===== src/rtl/minibyte_io_pkg.sv =====
// minibyte_io_pkg: register map, field positions and defaults shared by the I/O responder.
package minibyte_io_pkg;
  typedef enum logic [3:0] {
    OFF_RAM0   = 4'h0,
    OFF_RAM1   = 4'h1,
    OFF_RAM2   = 4'h2,
    OFF_RAM3   = 4'h3,
    OFF_RAM4   = 4'h4,
    OFF_RAM5   = 4'h5,
    OFF_RAM6   = 4'h6,
    OFF_RAM7   = 4'h7,
    OFF_GPO    = 4'h8,
    OFF_GPI    = 4'h9,
    OFF_TCTRL  = 4'hA,
    OFF_TCOUNT = 4'hB,
    OFF_TCMP   = 4'hC,
    OFF_STATUS = 4'hD,
    OFF_IRQEN  = 4'hE,
    OFF_ID     = 4'hF
  } reg_off_e;
  localparam int EN_BIT      = 0;
  localparam int AUTOCLR_BIT = 1;
  localparam int PS_LSB      = 2;
  localparam int PS_MSB      = 4;
  localparam int MATCH_BIT   = 0;
  localparam int GPICHG_BIT  = 1;
  localparam logic [7:0] ID_DEFAULT = 8'h4D;
endpackage


===== src/rtl/minibyte_io_responder_if.sv =====
// minibyte_io_responder_if: CPU-side bus between the minibyte core and the I/O responder.
interface minibyte_io_responder_if;
  logic [7:0] addr_in;
  logic [7:0] data_in;
  logic       we_in;
  logic       drive_in;
  logic [7:0] data_out;
  logic       hit_out;
  modport slave (input addr_in, data_in, we_in, drive_in, output data_out, hit_out);
  modport master(output addr_in, data_in, we_in, drive_in, input data_out, hit_out);
endinterface


===== src/rtl/minibyte_io_timer.sv =====
// minibyte_io_timer: prescaled 8-bit up-counter with compare, auto-clear and match strobe.
module minibyte_io_timer (
  input  logic       clk_in,
  input  logic       rst_in,
  input  logic       en_i,
  input  logic       autoclr_i,
  input  logic [2:0] ps_i,
  input  logic [7:0] tcmp_i,
  input  logic       ctrl_wr_i,
  input  logic       load_i,
  input  logic [7:0] load_data_i,
  output logic [7:0] tcount_o,
  output logic       match_set_o
);
  logic [6:0] pre_q, pre_d, mask;
  logic [7:0] tcount_q, tcount_d;
  logic       tick;
  // a CPU load of TCOUNT pre-empts both the increment and the compare
  always_comb begin
    mask        = 7'((8'd1 << ps_i) - 8'd1);
    tick        = en_i && ((pre_q & mask) == mask);
    match_set_o = tick && !load_i && (tcount_q == tcmp_i);
    pre_d       = (ctrl_wr_i || !en_i) ? '0 : pre_q + 7'd1;
    tcount_d    = load_i ? load_data_i :
                  !tick ? tcount_q :
                  (match_set_o && autoclr_i) ? 8'h00 : tcount_q + 8'd1;
  end
  always_ff @(posedge clk_in or posedge rst_in) begin
    if (rst_in) begin
      pre_q    <= '0;
      tcount_q <= '0;
    end else begin
      pre_q    <= pre_d;
      tcount_q <= tcount_d;
    end
  end
  assign tcount_o = tcount_q;
endmodule


===== src/rtl/minibyte_io_responder.sv =====
// minibyte_io_responder: 16-byte memory-mapped I/O window with RAM, GPO, synchronised GPI,
// timer and sticky status/interrupt.
module minibyte_io_responder
  import minibyte_io_pkg::*;
#(
  parameter logic [7:0] BASE_ADDR   = 8'hF0,
  parameter logic [7:0] ID_VALUE    = ID_DEFAULT,
  parameter int         SYNC_STAGES = 2
) (
  input  logic                    clk_in,
  input  logic                    rst_in,
  minibyte_io_responder_if.slave  bus,
  output logic [7:0]              gpo_out,
  input  logic [7:0]              gpi_in,
  output logic                    irq_out
);
  logic [7:0] ram_q [8];
  logic [7:0] gpo_q, tcmp_q, gpi_prev_q, rdata, tcount, gpi;
  logic [7:0] sync_q [SYNC_STAGES];
  logic [4:0] tctrl_q;
  logic [1:0] status_q, status_d, irqen_q, set_v, clr_v;
  logic [3:0] off;
  logic       hit, wr, irq_q, match_set;
  always_comb begin
    hit   = bus.addr_in[7:4] == BASE_ADDR[7:4];
    off   = bus.addr_in[3:0];
    wr    = hit && bus.we_in && bus.drive_in;
    gpi   = sync_q[SYNC_STAGES-1];
    set_v = '0;
    set_v[MATCH_BIT]  = match_set;
    set_v[GPICHG_BIT] = gpi != gpi_prev_q;
    clr_v    = (wr && off == OFF_STATUS) ? bus.data_in[1:0] : 2'b00;
    status_d = (status_q & ~clr_v) | set_v;
    case (off)
      OFF_GPO:    rdata = gpo_q;
      OFF_GPI:    rdata = gpi;
      OFF_TCTRL:  rdata = {3'b000, tctrl_q};
      OFF_TCOUNT: rdata = tcount;
      OFF_TCMP:   rdata = tcmp_q;
      OFF_STATUS: rdata = {6'b0, status_q};
      OFF_IRQEN:  rdata = {6'b0, irqen_q};
      OFF_ID:     rdata = ID_VALUE;
      default:    rdata = ram_q[off[2:0]];
    endcase
  end
  minibyte_io_timer u_timer (
    .clk_in     (clk_in),
    .rst_in     (rst_in),
    .en_i       (tctrl_q[EN_BIT]),
    .autoclr_i  (tctrl_q[AUTOCLR_BIT]),
    .ps_i       (tctrl_q[PS_MSB:PS_LSB]),
    .tcmp_i     (tcmp_q),
    .ctrl_wr_i  (wr && off == OFF_TCTRL),
    .load_i     (wr && off == OFF_TCOUNT),
    .load_data_i(bus.data_in),
    .tcount_o   (tcount),
    .match_set_o(match_set)
  );
  always_ff @(posedge clk_in or posedge rst_in) begin
    if (rst_in) begin
      for (int i = 0; i < 8; i++) ram_q[i] <= '0;
      for (int i = 0; i < SYNC_STAGES; i++) sync_q[i] <= '0;
      gpo_q      <= '0;
      tcmp_q     <= '0;
      tctrl_q    <= '0;
      irqen_q    <= '0;
      status_q   <= '0;
      gpi_prev_q <= '0;
      irq_q      <= 1'b0;
    end else begin
      if (wr) begin
        case (off)
          OFF_GPO:   gpo_q   <= bus.data_in;
          OFF_TCTRL: tctrl_q <= bus.data_in[PS_MSB:0];
          OFF_TCMP:  tcmp_q  <= bus.data_in;
          OFF_IRQEN: irqen_q <= bus.data_in[1:0];
          default:   if (!off[3]) ram_q[off[2:0]] <= bus.data_in;
        endcase
      end
      sync_q[0] <= gpi_in;
      for (int i = 1; i < SYNC_STAGES; i++) sync_q[i] <= sync_q[i-1];
      gpi_prev_q <= gpi;
      status_q   <= status_d;
      // irq follows the registered flags, so it lags a flag set by one cycle
      irq_q      <= |(status_q & irqen_q);
    end
  end
  assign bus.hit_out  = hit;
  assign bus.data_out = (hit && !bus.drive_in) ? rdata : 8'h00;
  assign gpo_out      = gpo_q;
  assign irq_out      = irq_q;
endmodule

===== src/flat_wrapper.sv =====
// flat-port wrapper written by rule: the top's interface ports become plain ports
module minibyte_io_responder_flat import minibyte_io_pkg::*;
#(
  parameter logic [7:0] BASE_ADDR   = 8'hF0,
  parameter logic [7:0] ID_VALUE    = ID_DEFAULT,
  parameter int         SYNC_STAGES = 2
)
  (clk_in, rst_in, gpo_out, gpi_in, irq_out, bus_addr_in, bus_data_in, bus_we_in, bus_drive_in, bus_data_out, bus_hit_out);
  minibyte_io_responder_if bus_i ();
  input  logic clk_in;
  input  logic rst_in;
  output logic [7:0] gpo_out;
  input  logic [7:0] gpi_in;
  output logic irq_out;
  input wire logic [$bits(bus_i.addr_in)-1:0] bus_addr_in;
  input wire logic [$bits(bus_i.data_in)-1:0] bus_data_in;
  input wire logic [$bits(bus_i.we_in)-1:0] bus_we_in;
  input wire logic [$bits(bus_i.drive_in)-1:0] bus_drive_in;
  output wire logic [$bits(bus_i.data_out)-1:0] bus_data_out;
  output wire logic [$bits(bus_i.hit_out)-1:0] bus_hit_out;
  assign bus_i.addr_in = bus_addr_in;
  assign bus_i.data_in = bus_data_in;
  assign bus_i.we_in = bus_we_in;
  assign bus_i.drive_in = bus_drive_in;
  assign bus_data_out = bus_i.data_out;
  assign bus_hit_out = bus_i.hit_out;
  minibyte_io_responder #(.BASE_ADDR(BASE_ADDR), .ID_VALUE(ID_VALUE), .SYNC_STAGES(SYNC_STAGES)) u_core (.clk_in(clk_in), .rst_in(rst_in), .bus(bus_i), .gpo_out(gpo_out), .gpi_in(gpi_in), .irq_out(irq_out));
endmodule

===== config.mk =====
export PLATFORM = sky130hd
export DESIGN_NAME = minibyte_io_responder_flat
export DESIGN_NICKNAME = d
export VERILOG_FILES = /design/src/rtl/minibyte_io_pkg.sv /design/src/rtl/minibyte_io_responder_if.sv /design/src/rtl/minibyte_io_timer.sv /design/src/rtl/minibyte_io_responder.sv /design/src/flat_wrapper.sv
export SDC_FILE = /design/constraint.sdc
export NUM_CORES = 1
export LEC_CHECK = 0
export CAP_MARGIN = 20
export CORE_AREA = 5 5 100 140
export CTS_CLUSTER_SIZE = 40
export DETAILED_ROUTE_END_ITERATION = 8
export DIE_AREA = 0 0 105 145
export PLACE_DENSITY_LB_ADDON = 0.15
export SKIP_CTS_REPAIR_TIMING = 1
export SLEW_MARGIN = 10
export SYNTH_ARGS = -nofsm -noshare
export SYNTH_HDL_FRONTEND = slang
export SYNTH_SLANG_ARGS = --single-unit

===== constraint.sdc =====
create_clock -name clk_in -period 4.8 [get_ports clk_in]
set_input_delay 0.96 -clock clk_in [delete_from_list [all_inputs] [get_ports clk_in]]
set_output_delay 0.96 -clock clk_in [all_outputs]
set_load 0.03 [all_outputs]

==> reports/summary.txt, run 1 <==
run status: complete, no violations
1st-iter DRT viols: 250
Num CTS Buffers: 17
post-synth top area share: 52.4%
DIE WIDTH: 105 um
worst-path cell chain: clkdlybuf4s50_1 -> buf_4 -> and2_1 -> a21oi_1 -> nand2_1 -> o21ai_0 -> a211oi_1 -> buf_12
Initial Util: 48.7%
DR DRC count: 0
worst hold path type: reg -> reg
Seq/Total Area, Yosys: 52.4%
Worst path max stage delay: 0.78 ns
Final Cycle Share: 89.4%
antenna violations before repair: 0
met3 WL: 521 um
row count: 49
simple-gate area share of the yosys netlist: 10.3%
slowest CP cell: clkdlybuf4s50_1
Rel. slew slack: 54.9%
mean post-synth cell area: 12.9 um^2
family with the most delay on the worst path: buffers and inverters
Post-DP HPWL: 9910 um
Critical Path RT: 3.84 ns
Nets: 558
M1 WL: 5840 um
power density over the cells: 352 nW/um^2
drt via density: 5.78
CTS tree: done
FMAX: 0.233 GHz
worst slew pin tran: 0.672 ns
post-synthesis mux area share: 24.5%
CTS sink cnt: 129
post-synthesis compound-gate area fraction: 6.69%
Synth Flop Type: dfrtp_1
Cells after Synth: 478
clock transition at the registers of the reported paths: 0.06 ns
Max Cap Viol: 0
final hold violations: 0
Die ar.: 15,200 um^2
hold path depth: 0
vias: 4,002
H-tree level count: 4
number of flops mapped to enable cells by yosys: 0
Crit. End Element: primary output
largest net degree at the start of global routing: 84
switching power: 607 uW
clock root cell: clkbuf_16
Placed Instances: 660
vias in the first global route: 4,317
fill count: 1,047
Ports: 46
first-pass GRT wire length: 23,600 um
GP Congestion: 0.855
Pins Over Slew Limit: 0
layout cells sized above 1: 28.6%
gr usage total: 19.7%
sequential power share: 44.2%
Crit. path cell count: 8
synthesized area: 6160 um^2
Synth Net Count: 509
largest family of logic cells by synthesized area: multiplexers
Final Skew: 0.00446 ns
worst skew pair latency: 0.40 ns
Die Ht: 145 um
Setup crit start: bus_addr_in[1]
drt pass-1 iters: 4
Worst Path Buf+Inv: 3
post-synthesis cell type count: 56
Final Instance Count excl. Fillers: 692
WL met2: 7690 um
Synth Area in XOR/XNOR: 3.13%
Highest Signal Layer: met4
Final Util: 58.4%
worst-path fanout max: 15
Storage cell area: 3230 um^2
critical path startpoint category: input pin
Syn. warnings: 0
Clk pwr share: 48.5%
Total Wirelength: 14,200 um
CTS max path bufs: 2
Net Sw Frac: 23.4%
Seq cells post-synth: 129
post-route antenna net violation count: 0
RR Startpoint: u_core.tctrl_q[4]$_DFFE_PP0P_
RSZ-0062 raised after global routing: no
CP arrival: 3.33 ns
area taken by multi-input logic gates: 2790 um^2
asr flop ratio synth: 100%
routed len/inst: 20.5 um
WS Path Type: in -> out
Final Setup Violations: 0
internal power: 1990 uW
hold path startpoint: u_core.sync_q[13]$_DFF_PP0_
Core ar.: 12,600 um^2
port buffer count: 45
Period minus WS final: 4.29 ns
ANT cells: 0
top cell type by total area after synthesis: dfrtp_1
setup_tns: 0 ns
synth top area cells: dfrtp_1 (52%), mux2_2 (12%), mux4_2 (7.0%)
Pleak: 0.00340 uW
combinational share of power: 7.3%
reg2reg path depth: 9
synthesis-to-layout area growth: 19.8%
Synth Area in Adders: 0.793%
Peak VDD IR: 231 uV
gr ovfl total: 0
-- through the flow --
stage | instance area, um^2 | setup slack (ns) | power, uW | hold slack (ns)
floorplan | 6160 | 0.399 | 1280 | 0.331
global placement | 6780 | 0.570 | 1350 | 0.334
detailed placement | 6780 | 0.555 | 1350 | 0.336
CTS | 7350 | 0.533 | 2620 | 0.351
global route | 7370 | 0.397 | 2690 | 0.353
finish | 7370 | 0.508 | 2590 | 0.347
-- power groups by stage --
stage / Combinational [uW] / Clock (uW) / Sequential, uW
after floorplan: 121 / 0 / 1160
after global placement: 187 / 0 / 1160
after detailed placement: 190 / 0 / 1160
after CTS: 191 / 1280 / 1140
after global routing: 210 / 1340 / 1150
final: 190 / 1260 / 1140
-- worst reg2reg max path: stages (launching register included) --
cell      delay [ns]
dfrtp_1         0.50
nor2_1          0.20
nand2_1         0.08
ha_1            0.27
o21ai_0         0.08
a31oi_1         0.14
o211ai_1        0.16
nor3_2          0.45
nand3b_1        0.15
a31oi_1         0.20
-- synthesized netlist by cell type, types with 3 or more instances --
cell,instances
a211oi_1,8
a21oi_1,12
a31oi_1,12
and3_1,4
buf_2,11
clkbuf_1,12
dfrtp_1,129
ha_1,3
inv_1,3
mux2_1,19
mux2_2,67
mux2i_1,11
mux4_2,19
nand2_1,24
nand2_4,4
nand2b_1,3
nand3_1,7
nor2_1,38
nor2b_1,14
o21ai_0,7
o21ai_1,6
xnor2_1,12
xor2_1,10
-- path summary, 6_finish.rpt --
kind,endpoint,slack (ns)
min in group asynchronous,u_core.ram_q[20]$_DFFE_PP0P_,0.94
max,bus_data_out[2],0.51
min,u_core.gpi[5]$_DFF_PP0_,0.35
max in group asynchronous,u_core.gpi_prev_q[6]$_DFF_PP0_,2.84
min reg2reg,u_core.gpi[5]$_DFF_PP0_,0.35
max reg2reg,u_core.u_timer.tcount_o[4]$_DFFE_PP0P_,2.48
-- sequential cells by signal, indices dropped and copies added (netlist names), 2 cells and up --
register,cells
u_core.gpo_out,8
u_core.tcmp_q,8
u_core.u_timer.tcount_o,8
u_core.gpi_prev_q,8
u_core.ram_q,64
u_core.tctrl_q,5
u_core.irqen_q,2
u_core.gpi,8
u_core.status_q,2
u_core.u_timer.pre_q,7
u_core.sync_q,8
-- logic make-up after synthesis --
group           after synthesis
simple gates                115
flops                       129
buf+inv                      31
compound gates               61
fa+ha+maj                     4
mux                         116
xor+xnor                     22
-- layout by cell type (no fill, tap or decap), drive strengths merged, types with 3 or more instances in the layout --
cell type        n
clkbuf          19
ha               3
nand3            8
nand2b           3
and3             4
nand2           28
a211oi           8
nor3b            4
mux2            86
mux2i           11
clkinv           7
mux4            19
nor3             5
xor2            10
inv              7
buf             19
xnor2           12
nor2            38
a31oi           12
nor2b           14
o21ai           13
a21oi           13
clkdlybuf4s50   37
dfrtp          129
-- area by class of cell --
cell class / instances / share of cell area, %
clock inverters: 12 / 1.83
well taps: 153 / 2.60
multi-input cells: 318 / 37.9
repair buffers: 56 / 7.60
flip-flops and latches: 129 / 43.8
inverters: 5 / 0.288
clock buffers: 19 / 6.01
-- per-layer routing --
metal	global-route usage, %	vias to the layer above
met3	3.29	11
met1	25.6	2072
met5	0	-
met2	33.9	86
met4	5.63	0
li1	-	1833
Note: power is estimated with default switching activity, not from simulation.
==> inputs of run 2 (changes only) <==
--- a/config.mk
+++ b/config.mk
@@ -12,7 +12,6 @@
 export DIE_AREA = 0 0 105 145
 export PLACE_DENSITY_LB_ADDON = 0.15
 export SKIP_CTS_REPAIR_TIMING = 1
-export SLEW_MARGIN = 10
 export SYNTH_ARGS = -nofsm -noshare
 export SYNTH_HDL_FRONTEND = slang
 export SYNTH_SLANG_ARGS = --single-unit
==> results of run 2 <==
No change in the layout: final DEF, timing and power equal those of run 1.
==> inputs of run 3 (changes only) <==
--- a/config.mk
+++ b/config.mk
@@ -6,10 +6,11 @@
 export NUM_CORES = 1
 export LEC_CHECK = 0
 export CAP_MARGIN = 20
-export CORE_AREA = 5 5 100 140
+export CORE_AREA = 5 5 111 155
 export CTS_CLUSTER_SIZE = 40
 export DETAILED_ROUTE_END_ITERATION = 8
-export DIE_AREA = 0 0 105 145
+export DIE_AREA = 0 0 116 160
+export HOLD_SLACK_MARGIN = 0.02
 export PLACE_DENSITY_LB_ADDON = 0.15
 export SKIP_CTS_REPAIR_TIMING = 1
 export SYNTH_ARGS = -nofsm -noshare
==> run 3 against run 2 <==
Die area grew 22%. Core utilization fell by 10 points. Critical path depth decreased by 2. Maximum frequency grew 4.4%. Routed wire length is 4.4% higher. First-iteration DRC count shrank 21%. Clock skew hardly changed. Largest cell class unchanged.
==> reports/summary.txt, run 3 (synthesized netlist as in run 1, its figures left out) <==
port buffer count: 45
total power: 2640 uW
synthesis-to-layout area growth: 21.5%
layout cells sized above 1: 28.4%
Total Wirelength: 14,800 um
Ports: 46
Storage cell area: 3230 um^2
RSZ-0062 raised after global routing: no
DR DRC count: 0
antenna violations before repair: 0
r2r setup slk: 2.48 ns
Peak VDD IR: 219 uV
run status: complete, no violations
drt pass-1 iters: 4
post-route antenna net violation count: 0
ANT cells: 0
final hold violations: 0
clock root cell: clkbuf_16
CTS tree: done
Final Skew: 0.00405 ns
Biggest register: u_core.ram_q
Final WS setup: 0.688 ns
Initial Util: 39.6%
critical path startpoint category: input pin
worst slew pin tran: 0.694 ns
Max Cap Viol: 0
routed len/inst: 20.2 um
Final Cycle Share: 85.7%
DIE WIDTH: 116 um
H-tree level count: 4
worst-path fanout max: 8
Crit. End Element: primary output
FMAX: 0.243 GHz
worst hold path type: reg -> reg
worst skew pair latency: 0.42 ns
CTS max path bufs: 2
Period minus WS final: 4.11 ns
setup_tns: 0 ns
fill count: 1,410
Critical Path RT: 3.84 ns
Num CTS Buffers: 17
Post-DP HPWL: 10,800 um
first-pass GRT wire length: 24,200 um
WS Path Type: in -> out
area taken by multi-input logic gates: 2790 um^2
Die ar.: 18,600 um^2
Core ar.: 15,500 um^2
Pleak: 0.00342 uW
GP Congestion: 0.857
CTS sink cnt: 129
Nets: 557
largest net degree at the start of global routing: 81
vias in the first global route: 4,355
reg2reg path depth: 9
CP arrival: 3.15 ns
gr usage total: 17.2%
Hold WS: 0.350 ns
gr ovfl total: 0
vias: 3,923
Die Ht: 160 um
clock transition at the registers of the reported paths: 0.06 ns
1st-iter DRT viols: 198
pre-CTS setup slack: 0.686 ns
Pins Over Slew Limit: 0
most common cell after layout, fill and taps aside: dfrtp_1
drt via density: 5.34
Rel. slew slack: 53.6%
row count: 54
Final Setup Violations: 0
max FFs per register: 64
hold path depth: 0
commonest non-fill, non-tap cells in the layout: dfrtp_1 (129), mux2_2 (67), nor2_1 (38), clkdlybuf4s50_1 (36), nand2_1 (24)
power density over the cells: 353 nW/um^2
run 3: cell types whose count changed in the layout (fill, tap and decap cells not counted), sizes merged:
cell	before	now
inv	7	5
clkinv	7	5
bufinv	2	3
clkinvlp	1	2
clkbuf	19	22
clkdlybuf4s50	37	36
run 3: worst paths after layout:
check                                                    from                                      to
max in group asynchronous                              rst_in                 u_core.gpi[5]$_DFF_PP0_
worst min-delay path              u_core.sync_q[14]$_DFF_PP0_                 u_core.gpi[6]$_DFF_PP0_
worst max-delay path                           bus_addr_in[1]                         bus_data_out[6]
worst max register to register  u_core.tctrl_q[4]$_DFFE_PP0P_  u_core.u_timer.tcount_o[1]$_DFFE_PP0P_
min in group asynchronous                              rst_in            u_core.ram_q[51]$_DFFE_PP0P_
worst min register to register    u_core.sync_q[14]$_DFF_PP0_                 u_core.gpi[6]$_DFF_PP0_
run 3: critical path: stages:
cell and delay [ns]:
clkdlybuf4s50_1 0.66, nor2_1 0.53, a21o_1 0.19, a221oi_1 0.07, a211oi_1 0.54, buf_12 0.19
run 3: layout make-up:
type                    instances  area share, %
clock buffers                  22           6.20
clock inverters                10           1.79
well taps                     196           3.28
flip-flops and latches        129           43.1
multi-input cells             318           37.3
repair buffers                 55           7.96
inverters                       5          0.284
run 3: metal layers:
layer  share of wire [%]  vias up  GRT usage [%]
met5                   0        -              0
met4                 2.1        0           6.49
met3                 2.5       20           3.86
met2                  55       40           29.6
met1                  40     2024           20.8
li1                    -     1839              -
run 3: through the flow:
step	instances	instance area (um^2)	utilization [%]
2_1_floorplan	478	6160	-
3_3_place_gp	702	6860	44.1
3_5_place_dp	702	6860	44.1
4_1_cts	734	7450	48.0
5_1_grt	735	7480	48.1
6_report	735	7480	48.1
run 3: where the power goes:
part           internal, uW  leakage (uW)  switching [uW]
Clock                   840      0.000290             458
Sequential             1120       0.00168            25.3
Combinational          89.4       0.00145             104
